## config.mk

```make
export PLATFORM = sky130hd
export DESIGN_NAME = udp_pixel_writer
export DESIGN_NICKNAME = d
export VERILOG_FILES = /design/src/rtl/udp_pixel_writer_pkg.sv /design/src/rtl/udp_pixel_writer_rgb_byte_packer.sv /design/src/rtl/udp_pixel_writer.sv
export SDC_FILE = /design/constraint.sdc
export NUM_CORES = 1
export LEC_CHECK = 0
export ABC_CLOCK_PERIOD_IN_PS = 2900
export CORE_AREA = 2 2 134 97
export CTS_CLUSTER_SIZE = 28
export DETAILED_ROUTE_END_ITERATION = 8
export DIE_AREA = 0 0 136 99
export MAX_ROUTING_LAYER = met4
export PLACE_DENSITY = 0.63
export SLEW_MARGIN = 20
export SYNTH_ARGS = -nofsm -noshare
export SYNTH_HDL_FRONTEND = slang
export SYNTH_SLANG_ARGS = --single-unit
```

## constraint.sdc

```tcl
create_clock -name clk -period 2.9 [get_ports clk]
set_clock_uncertainty 0.2 [all_clocks]
set_input_delay 0.58 -clock clk [delete_from_list [all_inputs] [get_ports clk]]
set_output_delay 0.58 -clock clk [all_outputs]
set_load 0.03 [all_outputs]
```

## src/rtl/udp_pixel_writer_pkg.sv

```systemverilog
// udp_pixel_writer_pkg: shared constants, FSM state type and helpers for the pixel writer.
package udp_pixel_writer_pkg;
    localparam int DEF_COL_BITS   = 6;
    localparam int DEF_ROW_BITS   = 6;
    localparam int DEF_PANEL_BITS = 3;
    localparam int DEF_NUM_PANELS = 6;
    localparam logic [7:0] CTRL_PANEL = 8'hFF;
    localparam int BYTES_PER_PIXEL = 3;
    localparam logic [1:0] LAST_PHASE = 2'(BYTES_PER_PIXEL - 1);
    localparam int SWAP_BIT = 0;
    localparam int PIXEL_W = 24;
    typedef enum logic [1:0] {S_IDLE, S_PIXEL, S_CTRL, S_DROP} state_t;
    function automatic logic [15:0] sat_inc(input logic [15:0] v);
        return (v == 16'hFFFF) ? v : v + 16'd1;
    endfunction
endpackage

```

## src/rtl/udp_pixel_writer_rgb_byte_packer.sv

```systemverilog
// udp_pixel_writer_rgb_byte_packer: collects R,G,B bytes into a 24-bit pixel with a done strobe.
module udp_pixel_writer_rgb_byte_packer
    import udp_pixel_writer_pkg::*;
(
    input  logic               clk,
    input  logic               rst,
    input  logic               start_i,
    input  logic               feed_i,
    input  logic [7:0]         byte_i,
    output logic [1:0]         phase_o,
    output logic               done_o,
    output logic [PIXEL_W-1:0] pixel_o
);
    logic [1:0] phase_q;
    logic [7:0] r_q, g_q;

    assign phase_o = phase_q;
    assign done_o  = feed_i & (phase_q == LAST_PHASE);
    assign pixel_o = {r_q, g_q, byte_i};

    // start_i forces a fresh pixel: the byte is R regardless of leftover phase
    always_ff @(posedge clk or posedge rst) begin
        if (rst) begin
            phase_q <= '0;
            r_q     <= '0;
            g_q     <= '0;
        end else if (start_i) begin
            phase_q <= 2'd1;
            r_q     <= byte_i;
        end else if (feed_i) begin
            phase_q <= (phase_q == LAST_PHASE) ? 2'd0 : phase_q + 2'd1;
            if (phase_q == 2'd0) r_q <= byte_i;
            if (phase_q == 2'd1) g_q <= byte_i;
        end
    end
endmodule

```

## src/rtl/udp_pixel_writer.sv

```systemverilog
// udp_pixel_writer: decodes UDP port into panel/row, packs RGB payload into framebuffer writes,
// handles frame-swap control packets and counts malformed packets.
module udp_pixel_writer
    import udp_pixel_writer_pkg::*;
#(
    parameter int COL_BITS   = DEF_COL_BITS,
    parameter int ROW_BITS   = DEF_ROW_BITS,
    parameter int PANEL_BITS = DEF_PANEL_BITS,
    parameter int NUM_PANELS = DEF_NUM_PANELS
) (
    input  logic                                 clk,
    input  logic                                 rst,
    input  logic                                 in_valid,
    output logic                                 in_ready,
    input  logic                                 in_last,
    input  logic [15:0]                          in_dst_port,
    input  logic [15:0]                          in_length,
    input  logic [7:0]                           in_data,
    output logic                                 fb_we,
    input  logic                                 fb_ready,
    output logic [PANEL_BITS+ROW_BITS+COL_BITS-1:0] fb_addr,
    output logic [PIXEL_W-1:0]                   fb_wdata,
    output logic                                 frame_swap,
    output logic [15:0]                          err_count
);
    state_t                  state_q;
    logic [PANEL_BITS-1:0]   panel_q;
    logic [ROW_BITS-1:0]     row_q;
    logic [COL_BITS:0]       col_q, col_nxt;
    logic                    pkt_err_q;
    logic                    acc, idle, is_ctrl, is_pix, start, feed, done, partial, err_now, bad_pkt;
    logic [1:0]              phase;
    logic [PIXEL_W-1:0]      pixel;
    state_t                  state_nxt;
    logic                    unused_len;

    assign unused_len = ^in_length;
    assign in_ready   = !(fb_we & !fb_ready);
    assign acc        = in_valid & in_ready;
    assign idle       = state_q == S_IDLE;
    assign is_ctrl    = in_dst_port[15:8] == CTRL_PANEL;
    assign is_pix     = (in_dst_port[15:8] < 8'(NUM_PANELS)) && ({1'b0, in_dst_port[7:0]} < 9'(2**ROW_BITS));
    assign start      = acc & idle & is_pix;
    // once the row is full (top col bit set) further payload bytes are not packed
    assign feed       = acc & (state_q == S_PIXEL) & !col_q[COL_BITS];
    assign col_nxt    = done ? col_q + 1'b1 : col_q;
    assign partial    = start | (feed ? phase != LAST_PHASE : phase != 2'd0);
    assign err_now    = acc & ((idle & !is_ctrl & !is_pix)
                             | ((state_q == S_PIXEL) & col_q[COL_BITS])
                             | ((start | (state_q == S_PIXEL)) & in_last & (partial | !col_nxt[COL_BITS])));
    assign bad_pkt    = pkt_err_q | err_now;
    assign state_nxt  = idle ? (is_ctrl ? S_CTRL : is_pix ? S_PIXEL : S_DROP) : state_q;

    udp_pixel_writer_rgb_byte_packer u_packer (
        .clk     (clk),
        .rst     (rst),
        .start_i (start),
        .feed_i  (feed),
        .byte_i  (in_data),
        .phase_o (phase),
        .done_o  (done),
        .pixel_o (pixel)
    );

    always_ff @(posedge clk or posedge rst) begin
        if (rst) begin
            state_q    <= S_IDLE;
            panel_q    <= '0;
            row_q      <= '0;
            col_q      <= '0;
            pkt_err_q  <= 1'b0;
            fb_we      <= 1'b0;
            fb_addr    <= '0;
            fb_wdata   <= '0;
            frame_swap <= 1'b0;
            err_count  <= '0;
        end else begin
            if (acc) state_q <= in_last ? S_IDLE : state_nxt;
            if (acc) pkt_err_q <= in_last ? 1'b0 : bad_pkt;
            if (acc && in_last && bad_pkt) err_count <= sat_inc(err_count);
            if (start) begin
                panel_q <= in_dst_port[8 +: PANEL_BITS];
                row_q   <= in_dst_port[0 +: ROW_BITS];
            end
            col_q      <= start ? '0 : col_nxt;
            frame_swap <= acc & idle & is_ctrl & in_data[SWAP_BIT];
            // a completing pixel can only arrive when the holding register is free
            if (done) begin
                fb_we    <= 1'b1;
                fb_addr  <= {panel_q, row_q, col_q[COL_BITS-1:0]};
                fb_wdata <= pixel;
            end else if (fb_ready) begin
                fb_we <= 1'b0;
            end
        end
    end
endmodule

```

==> metrics.md, run 1 <==
| Metric | Value |
|---|---|
| GRT Resource Usage Total | 0.134 |
| Final period utilization | 0.901 |
| Final HPWL DP | 5640 um |
| Slowest CP cell | clkdlybuf4s50_1 |
| Worst min-delay path endpoint | err_count[5]$_DFFE_PP0P_ |
| Final net count | roughly 430 |
| Slew at the pin with the worst max-slew slack | roughly 0.52 ns |
| Root Driver | clkbuf_16 |
| Max frequency | ~0.38 GHz |
| Leading area contributor after synthesis | dfrtp_1 |
| Total die area | 13500 um^2 |
| RSZ-0062 raised after global routing | no |
| Initial detailed-routing violation count | between 100 and 150 |
| Hold Crit Depth | 1 |
| Seq pwr share | 0.492 |
| Hold_sp | err_count[5]$_DFFE_PP0P_ |
| Syn Inst Count | approximately 290 |
| Initial Util | 0.323 |
| Arrival time of the worst setup path | approximately 1.8 ns |
| Remaining global-route overflow | 0 |
| Worst R2R Path Depth | 6 |
| Syn nets | roughly 340 |
| # fillers | about 1100 |
| Seq cells post-synth | 94 |
| Max VDD drop | between 0.2 and 0.3 mV |
| Max Used Layer | met4 |
| CP dominant cell by count | clkdlybuf4s50_1 |
| GP Congestion | 0.769 |
| Routed Antenna Nets | 0 |
| Met2 wire length | between 3000 and 4000 um |
| Switch Pwr | between 700 and 800 uW |
| Met3 wire len | 340 um |
| Crit path max fanout | 2 |
| Setup Crit Path Kind | primary input to output port |
| M1 WL | between 3000 and 4000 um |
| I/O pins | roughly 100 |
| Count of cell types in the netlist | 38 |
| Top FF cell, synth | dfrtp_1 |
| Slew margin rel. | 0.656 |
| Port bufs | between 80 and 90 |
| Initial antenna violation count | 0 |
| Worst r2r src | col_q[0]$_DFFE_PP0P_ |
| Flop2flop setup slack | 0.57 ns |
| Largest cells by area after synthesis | dfrtp_1, mux2_2, mux2_4 |
| Largest net degree at the start of global routing | 95 |
| Clk buf depth | 2 |
| Avg Cell Area, Syn | between 10 and 15 um^2 |
| Share of cells above drive strength 1 | 0.229 |
| Crit. End Element | output port |
| Lkg Pwr | 0.00247 uW |
| Placed Area | 5030 um^2 |
| Synth Warn # | 0 |
| Most frequent cell after synthesis | dfrtp_1 |
| Gate power share | 0.126 |
| N_diodes | 0 |
| Post-CTS resize count | 0 |
| Clock Sinks | 94 |
| Clk slew on worst S/H paths | roughly 0.060 ns |
| Crit path required time | between 2 and 2.5 ns |
| 1st-pass router iterations | 4 |
| Number of global-route vias before repair | between 2000 and 3000 |
| Vias | 2595 |
| Skew-Pair Late Insertion Delay | 0.33 ns |
| Synth async-reset ratio | 1.00 |
| Crit-path cells | clkdlybuf4s50_1 > nand2b_1 > clkdlybuf4s50_1 |
| First-pass GRT wire length | approximately 14000 um |
| Fin crit period | around 2.6 ns |
| DRC | 0 |
| Register area share after synthesis | 0.598 |
| P per Cell Area | between 500 and 600 nW/um^2 |
| Wirelength per Cell | 14.9 um |
| Cts bufs inserted | 9 |
| Post-synth EDFFs | 0 |
| Switching Share | 0.256 |
| Final Cell Area | roughly 5300 um^2 |
| Number of setup buffers added after CTS | 0 |
| H-tree depth | 3 |
| End-of-flow core utilization | 0.437 |
| Status | finished clean |
| Clock power frac | 0.381 |
| Worst Hold Class | flop to flop |
| Hold Vio Cnt, Final | 0 |
| Area Growth Syn to Fin | 35.3% |
| Post-synth top cells | dfrtp_1, mux2_2, nand2_1, nor2_1, xor2_1 |
| Critical path startpoint category | primary input |
| Core area | about 12000 um^2 |
| FF+latch area | approximately 2400 um^2 |
| Worst reg2reg path endpoint | err_count[1]$_DFFE_PP0P_ |
| WL final | a little over 8000 um |
| DIE HEIGHT | ~100 um |
| Post-route setup TNS | 0 ns |
| Max-cap violations | 0 |
| Die width | 136 um |
| Max-slew violation count | 0 |
| Mapped cell area | between 3000 and 4000 um^2 |
| Yosys top cell area share | 0.598 |
| Internal power | between 2000 and 2500 uW |
| TritonCTS clock tree | yes |
| Slowest Stage Delay on Critical Path | ~0.68 ns |
| Post-DR vias/cell | around 4.7 |
| Rows | 34 |
| Post-CTS Hold Buffers | 0 |
| Multi-input gate area in the final layout | 1500 um^2 |
| Endpoints failing setup | 0 |
==> sequential cells by signal, summed over array words and instances (netlist names) <==
register	count
fb_we	1
pkt_err_q	1
u_packer.r_q	8
u_packer.g_q	8
fb_addr	15
fb_wdata	24
err_count	16
panel_q	3
col_q	7
state_q	2
row_q	6
u_packer.phase_o	2
frame_swap	1
==> kinds of logic after synthesis <==
logic type / after synthesis / share of synthesized area
simple gates: 79 / 0.112
fa+ha+maj: 2 / 0.00636
compound gates: 15 / 0.0242
xor+xnor: 19 / 0.0423
mux: 66 / 0.196
flops: 94 / 0.598
buf+inv: 17 / 0.0207
==> layout make-up <==
type / count / area share
Sequential cell: 94 / 0.442
Multi-Input combinational cell: 181 / 0.282
Clock inverter: 5 / 0.0113
Timing Repair Buffer: 93 / 0.179
Tap cell: 162 / 0.0381
Inverter: 6 / 0.00494
Clock buffer: 10 / 0.0430
==> how the worst max path moves through the flow <==
stage | from | end | slack [ns] | cells after the start
after floorplan | fb_ready | u_packer.r_q[0]$_DFFE_PP0P_ | 0.51 | 7
after global placement | in_dst_port[15] | row_q[4]$_DFFE_PP0N_ | 0.13 | 6
after CTS | fb_ready | in_ready | 0.28 | 3
after detailed placement | in_dst_port[15] | row_q[3]$_DFFE_PP0N_ | 0.11 | 6
final | fb_ready | in_ready | 0.29 | 3
after global routing | fb_ready | in_ready | 0.21 | 3
==> per-layer routing <==
metal	global-route usage	up-vias
met2	0.204	61
met4	0.0337	0
met1	0.176	1295
li1	-	1231
met5	-	-
met3	0.0370	8
==> cells in the final DEF, fill, tap and decap left out, types with 2 or more instances in the layout <==
master           instances
nor4_1                   5
nand3_1                  6
buf_12                   3
o21ai_0                  2
or3_1                    3
nor3b_1                  2
xor2_1                  11
xnor2_1                  8
clkbuf_16                9
clkdlybuf4s50_1         86
inv_1                    5
nor2_1                  11
o211ai_1                 2
nand4_1                  9
nor3_1                  10
buf_4                    4
a211oi_1                 3
dfrtp_1                 94
and4_1                   2
mux2_2                  57
clkinvlp_4               2
and3_1                   6
mux2_4                   8
a21oi_1                  5
ha_1                     2
nand2_1                 17
==> critical path: cells and delay by family <==
family | cells | cell delay [ns]
buffers and inverters | 2 | 1.13
and+or+nand+nor | 1 | 0.12
==> power by group through the flow <==
stage / clock (uW) / combinational (uW) / sequential [uW]
4_1_cts: 1190 / 385 / 1480
3_3_place_gp: 0 / 371 / 1500
3_5_place_dp: 0 / 384 / 1500
6_report: 1150 / 380 / 1480
2_1_floorplan: 0 / 163 / 1550
5_1_grt: 1250 / 415 / 1490
==> through the flow <==
step / cells / hold WS, ns / setup slack, ns / total power, uW
4_1_cts: 551 / 0.288 / 0.278 / 3050
5_1_grt: 551 / 0.311 / 0.206 / 3160
3_3_place_gp: 536 / 0.276 / 0.125 / 1870
3_5_place_dp: 536 / 0.281 / 0.106 / 1890
2_1_floorplan: 292 / 0.275 / 0.509 / 1710
6_report: 551 / 0.288 / 0.287 / 3010
Note: power is estimated with default switching activity, not from simulation.
==> inputs of run 2 (changes only) <==
Settings changed: CORE_AREA 2 2 134 97 to 2 2 140 101, DIE_AREA 0 0 136 99 to 0 0 142 103, PLACE_DENSITY 0.63 to 0.59, SETUP_SLACK_MARGIN set to 0.4.
==> run 2 against run 1 <==
Hold slack improved by 0.0081 ns. Via count grew 2.5%. Sequential power is essentially flat. Count of clock-buffer cells in the layout unchanged. Clock power increased by 12%. Critical path depth up 3. Largest power group unchanged.
==> metrics.md, run 2 (synthesized netlist as in run 1, its figures left out) <==
| Metric | Value |
|---|---|
| Crit path required time | 2.92 ns (+0.80 ns) |
| Status | finished clean |
| Crit-path cells | clkdlybuf4s50_1 > nor4_2 > nand3_2 > nor4_4 > buf_4 > mux2_2 |
| Setup Crit Path Kind | primary input to flop |
| Total die area | 14600 um^2 (+8.6%) |
| Worst Hold Class | flop to flop |
| Worst r2r src | col_q[0]$_DFFE_PP0P_ |
| Final period utilization | 0.825 (-0.0761) |
| Core area | 13500 um^2 (+11%) |
| DIE HEIGHT | 103 um (+4.0%) |
| Final HPWL DP | 5720 um (+1.4%) |
| Max-slew violation count | 0 (unchanged) |
| Crit path max fanout | 17 (+15) |
| Final WS setup | 0.508 ns (+0.221 ns) |
| Fin crit period | 2.39 ns (-0.221 ns) |
| Post-route setup TNS | 0 ns (unchanged) |
| Hold Crit Depth | 1 (unchanged) |
| H-tree depth | 3 (unchanged) |
| Final Cell Area | 5380 um^2 (+1.2%) |
| Flop2flop setup slack | 0.70 ns (+0.13 ns) |
| Rows | 36 (+5.9%) |
| Placed insts | 546 (+1.9%) |
| DRC | 0 (unchanged) |
| Final net count | 433 (+0.23%) |
| P per Cell Area | 586 nW/um^2 (+3.6%) |
| Endpoints failing setup | 0 (unchanged) |
| Slew at the pin with the worst max-slew slack | 0.531 ns (+0.0138 ns) |
| Max-cap violations | 0 (unchanged) |
| Die width | 142 um (+4.4%) |
| Area Growth Syn to Fin | 36.9% |
| Clock Sinks | 94 (unchanged) |
| Worst reg2reg path endpoint | err_count[1]$_DFFE_PP0P_ |
| Initial detailed-routing violation count | 93 (-11%) |
| TritonCTS clock tree | yes |
| Biggest regs | fb_wdata x24, err_count x16, fb_addr x15 |
| Post-place setup slack | 0.0741 ns (-0.0321 ns) |
| Vias | 2659 (+2.5%) |
| Slew margin rel. | 0.645 (-0.0101) |
| Wirelength per Cell | 14.8 um (-0.51%) |
| Max frequency | 0.418 GHz (+9.2%) |
| Root Driver | clkbuf_16 |
| Max VDD drop | 0.336 mV (+29%) |
| Cts bufs inserted | 9 (unchanged) |
| N_diodes | 0 (unchanged) |
| Critical path startpoint category | primary input |
| Number of global-route vias before repair | 2711 (+0.37%) |
| Placed Area | 5050 um^2 (+0.32%) |
| Slowest CP cell | clkdlybuf4s50_1 |
| Post-DR vias/cell | 4.73 (+0.46%) |
| Largest net degree at the start of global routing | 95 (unchanged) |
| Most frequent cells in the layout | dfrtp_1, clkdlybuf4s50_1, mux2_2 |
| Clk slew on worst S/H paths | 0.07 ns (about the same) |
| Non-Filler Instances | 562 (+2.0%) |
| GRT Resource Usage Total | 0.125 (-0.00865) |
| Lkg Pwr | 0.00250 uW (+1.2%) |
| Skew-Pair Late Insertion Delay | 0.34 ns (about the same) |
| WL final | 8340 um (+1.5%) |
| First-pass GRT wire length | 13700 um (-0.25%) |
| Routed Antenna Nets | 0 (unchanged) |
| Slowest Stage Delay on Critical Path | 0.45 ns (-0.23 ns) |
| Arrival time of the worst setup path | 2.41 ns (+0.58 ns) |
| Crit. End Element | flop |
| I/O pins | 103 (unchanged) |
| Largest Register | fb_wdata |
| Clk buf depth | 2 (unchanged) |
| Worst min-delay path endpoint | err_count[5]$_DFFE_PP0P_ |
| Hold Vio Cnt, Final | 0 (unchanged) |
| Share of cells above drive strength 1 | 0.240 (+0.0116) |
| 1st-pass router iterations | 4 (unchanged) |
| Most common cell after layout, fill and taps aside | dfrtp_1 |
| GP Congestion | 0.822 (+6.8%) |
| Port bufs | 86 (unchanged) |
| RSZ-0062 raised after global routing | yes |
| Worst R2R Path Depth | 6 (unchanged) |
| Initial antenna violation count | 0 (unchanged) |
| Initial Util | 0.292 (-0.0312) |
| Hold_sp | err_count[5]$_DFFE_PP0P_ |
| Max FFs per register | 24 (unchanged) |
| Remaining global-route overflow | 0 (unchanged) |
[run 2: changes by cell type in the layout (fill, tap and decap cells not counted), sizes merged]
cell           before  now
bufinv              1    2
clkdlybuf4s50      86   85
clkinvlp            2    1
buf                 7    9
inv                 6    7
[run 2: power breakdown]
group | total (uW) | internal, uW | leakage, uW | switching (uW)
clock | 1290 | 785 | 0.000163 | 507
sequential | 1480 | 1390 | 0.00129 | 90.3
combinational | 382 | 189 | 0.00105 | 194
[run 2: worst max-delay path by stage]
stage          depth (start not counted)  slack (ns)            start                           to
6_report                               6        0.51  in_dst_port[15]       panel_q[0]$_DFFE_PP0N_
5_1_grt                                6        0.40  in_dst_port[15]         row_q[3]$_DFFE_PP0N_
4_1_cts                                6        0.42  in_dst_port[15]       panel_q[0]$_DFFE_PP0N_
3_5_place_dp                           6        0.07  in_dst_port[15]       panel_q[0]$_DFFE_PP0N_
3_3_place_gp                           6        0.13  in_dst_port[15]         row_q[3]$_DFFE_PP0N_
2_1_floorplan                          7        0.51         fb_ready  u_packer.r_q[0]$_DFFE_PP0P_
[run 2: timing repair]
item | in CTS | in global routing
setup endpoints to repair | 0 | 17
setup buffers | 0 | 0
hold buffers | 0 | 0
resized for setup | 0 | 1
[run 2: cell type report]
| class | count | area [um^2] |
|---|---|---|
| clock buffers | 10 | 239 |
| clock inverters | 6 | 91.3 |
| fillers | 1233 | 8090 |
| inverters | 6 | 26.3 |
| multi-input cells | 181 | 1500 |
| flip-flops and latches | 94 | 2350 |
| well taps | 171 | 214 |
| repair buffers | 94 | 956 |
[run 2: critical path, delay by kind of cell]
family / cells / cell delay [ns]
and+or+nand+nor: 3 / 0.72
buffers and inverters: 2 / 0.74
muxes: 1 / 0.37
[run 2: per-stage QoR]
step | power [uW] | hold slack [ns] | util
6_report | 3150 | 0.296 | 0.400
5_1_grt | 3320 | 0.317 | 0.400
4_1_cts | 3210 | 0.300 | 0.399
3_5_place_dp | 1890 | 0.282 | 0.375
3_3_place_gp | 1880 | 0.280 | 0.375
2_1_floorplan | 1710 | 0.275 | -
[run 2: routing by layer]
metal  vias up  GRT usage  routed length [um]
met5         -          -                   0
met4         0     0.0300                  89
met3        10     0.0367                 340
met2        69      0.197                3880
met1      1344      0.160                4030
li1       1236          -                   -
==> inputs of run 3 (changes only) <==
Settings changed: ABC_CLOCK_PERIOD_IN_PS 2900 to 2200.
Clock period 2.9 ns to 2.2 ns, I/O delays scaled along.
==> run 3 against run 2 <==
Final area is 15% higher. Sequential power is 32% higher. Final cell count is 8.7% higher. Worst setup slack worse by 0.28 ns. Clock power is 29% higher. Total power is 37% higher. Sequential share of layout area is 5.3 points lower. Die area stayed put. Hold slack worse by 0.021 ns. Critical path type is now flop to flop. Critical endpoint is now err_count[1]$_DFFE_PP0P_.
==> metrics.md, run 3 (synthesized netlist as in run 1, its figures left out) <==
| Metric | Value |
|---|---|
| GP Congestion | 0.797 (-2.9%) |
| Final Cell Area | 6180 um^2 (+15%) |
| Most common cell after layout, fill and taps aside | dfrtp_1 |
| Status | finished clean |
| Placed insts | 566 (+3.7%) |
| Post-DR vias/cell | 4.67 (-1.2%) |
| 1st-pass router iterations | 4 (unchanged) |
| Root Driver | clkbuf_16 |
| Rows | 36 (unchanged) |
| Skew-Pair Late Insertion Delay | 0.33 ns (about the same) |
| Cts bufs inserted | 9 (unchanged) |
| Fin crit period | between 1.5 and 2 ns |
| DRC | 0 (unchanged) |
| Crit. End Element | flop |
| Largest net degree at the start of global routing | 55 (-42%) |
| Biggest regs | fb_wdata x24, err_count x16, fb_addr x15 |
| Final net count | 482 (+11%) |
| N_diodes | 0 (unchanged) |
| P per Cell Area | 699 nW/um^2 (+19%) |
| End-of-flow core utilization | 0.459 (+0.0590) |
| Initial antenna violation count | 0 (unchanged) |
| I/O pins | 103 (unchanged) |
| Max-slew violation count | 0 (unchanged) |
| Endpoints failing setup | 0 (unchanged) |
| TritonCTS clock tree | yes |
| Crit path required time | 2.22 ns (-0.70 ns) |
| Hold Vio Cnt, Final | 0 (unchanged) |
| Port bufs | 86 (unchanged) |
| Number of global-route vias before repair | 2914 (+7.5%) |
| First-pass GRT wire length | 15200 um (+11%) |
| Clock Sinks | 94 (unchanged) |
| DIE HEIGHT | 103 um (unchanged) |
| Routed Antenna Nets | 0 (unchanged) |
| H-tree depth | 3 (unchanged) |
| Non-Filler Instances | 611 (+8.7%) |
| Slew at the pin with the worst max-slew slack | 0.379 ns (-0.152 ns) |
| Final HPWL DP | 6150 um (+7.4%) |
| Crit path max fanout | 3 (-14) |
| Arrival time of the worst setup path | 1.99 ns (-0.42 ns) |
| Worst Setup SP | col_q[0]$_DFFE_PP0P_ |
| Final period utilization | 0.896 |
| Max FFs per register | 24 (unchanged) |
| Slew margin rel. | 0.747 (+0.102) |
| Remaining global-route overflow | 0 (unchanged) |
| Initial Util | 0.292 (unchanged) |
| Post-route setup TNS | 0 ns (unchanged) |
| Share of cells above drive strength 1 | 0.473 (+0.232) |
| Clk buf depth | 2 (unchanged) |
| Largest Register | fb_wdata |
| Worst r2r src | col_q[0]$_DFFE_PP0P_ |
| Max VDD drop | 0.458 mV (+36%) |
| RSZ-0062 raised after global routing | yes |
| Die width | 142 um (unchanged) |
| Clk slew on worst S/H paths | 0.07 ns (about the same) |
| Max-cap violations | 0 (unchanged) |
| Core area | 13500 um^2 (unchanged) |
| WL final | 9540 um (+14%) |
| Lkg Pwr | 0.00306 uW (+23%) |
| Total die area | 14600 um^2 (unchanged) |
| Total chip power | 4320 uW (+37%) |
| Worst Hold Class | flop to flop |
| GRT Resource Usage Total | 0.139 (+0.0136) |
| Hold_sp | err_count[14]$_DFFE_PP0P_ |
| Most frequent cells in the layout | dfrtp_1, mux2_2, dlygate4sd2_1 |
| Setup Crit Path Kind | flop to flop |
| Placed Area | 5400 um^2 (+7.0%) |
| Critical path startpoint category | flop |
| Initial detailed-routing violation count | 59 (-37%) |
| Area Growth Syn to Fin | 57.1% |
| Wirelength per Cell | 15.6 um (+5.2%) |
| Max frequency | around 0.51 GHz |
| Vias | 2855 (+7.4%) |
## run 3: through the flow
step | worst slack [ns] | hold WS [ns]
after floorplan | 0.0396 | 0.275
after global placement | -0.297 | 0.260
after detailed placement | -0.306 | 0.267
after CTS | 0.220 | 0.273
after global routing | 0.179 | 0.287
final | 0.230 | 0.275
## run 3: area by class of cell
class | instances | area, um^2
well taps | 171 | 214
clock inverters | 6 | 85.1
inverters | 6 | 26.3
fillers | 1219 | 7290
clock buffers | 10 | 239
repair buffers | 143 | 1400
flip-flops and latches | 94 | 2370
multi-input cells | 181 | 1840
## run 3: report_power, final
part           internal [uW]  switching [uW]  total, uW  leakage, uW
clock                   1020             646       1670     0.000154
combinational            341             355        696      0.00164
sequential              1840             117       1950      0.00126
total                   3200            1120       4320      0.00306
## run 3: critical path: stages, from the launching register on
cell and delay, ns:
dfrtp_1 0.39, ha_4 0.17, nand3_4 0.09, o311ai_4 0.30, and3_4 0.28, buf_6 0.11, nor3_4 0.03, mux2_2 0.27
## run 3: path summary, 6_finish.rpt
path | slack [ns] | cells past startpoint | endpoint
min in group asynchronous | 0.34 | 3 | fb_wdata[17]$_DFFE_PP0N_
max in group asynchronous | 1.14 | 3 | col_q[6]$_DFF_PP0_
hold reg to reg | 0.28 | 1 | err_count[14]$_DFFE_PP0P_
hold / removal | 0.28 | 1 | err_count[14]$_DFFE_PP0P_
setup / recovery | 0.23 | 7 | err_count[1]$_DFFE_PP0P_
setup reg to reg | 0.23 | 7 | err_count[1]$_DFFE_PP0P_
## run 3: timing repair
| action | in CTS | in global routing |
|---|---|---|
| pin swaps | 19 | 12 |
| cloned | 2 | 3 |
| resized for setup | 140 | 34 |
| hold buffers | 0 | 0 |
| buffers inserted | 16 | 8 |
| endpoints found under the setup margin | 147 | 106 |
| hold endpoints to repair | 0 | 0 |
## run 3: per-layer routing
layer  share of wire  GRT usage  up-vias
met4           0.011     0.0392        0
met1            0.47      0.180     1463
met5               0          -        -
li1                -          -     1333
met2            0.48      0.216       50
met3           0.036     0.0367        9
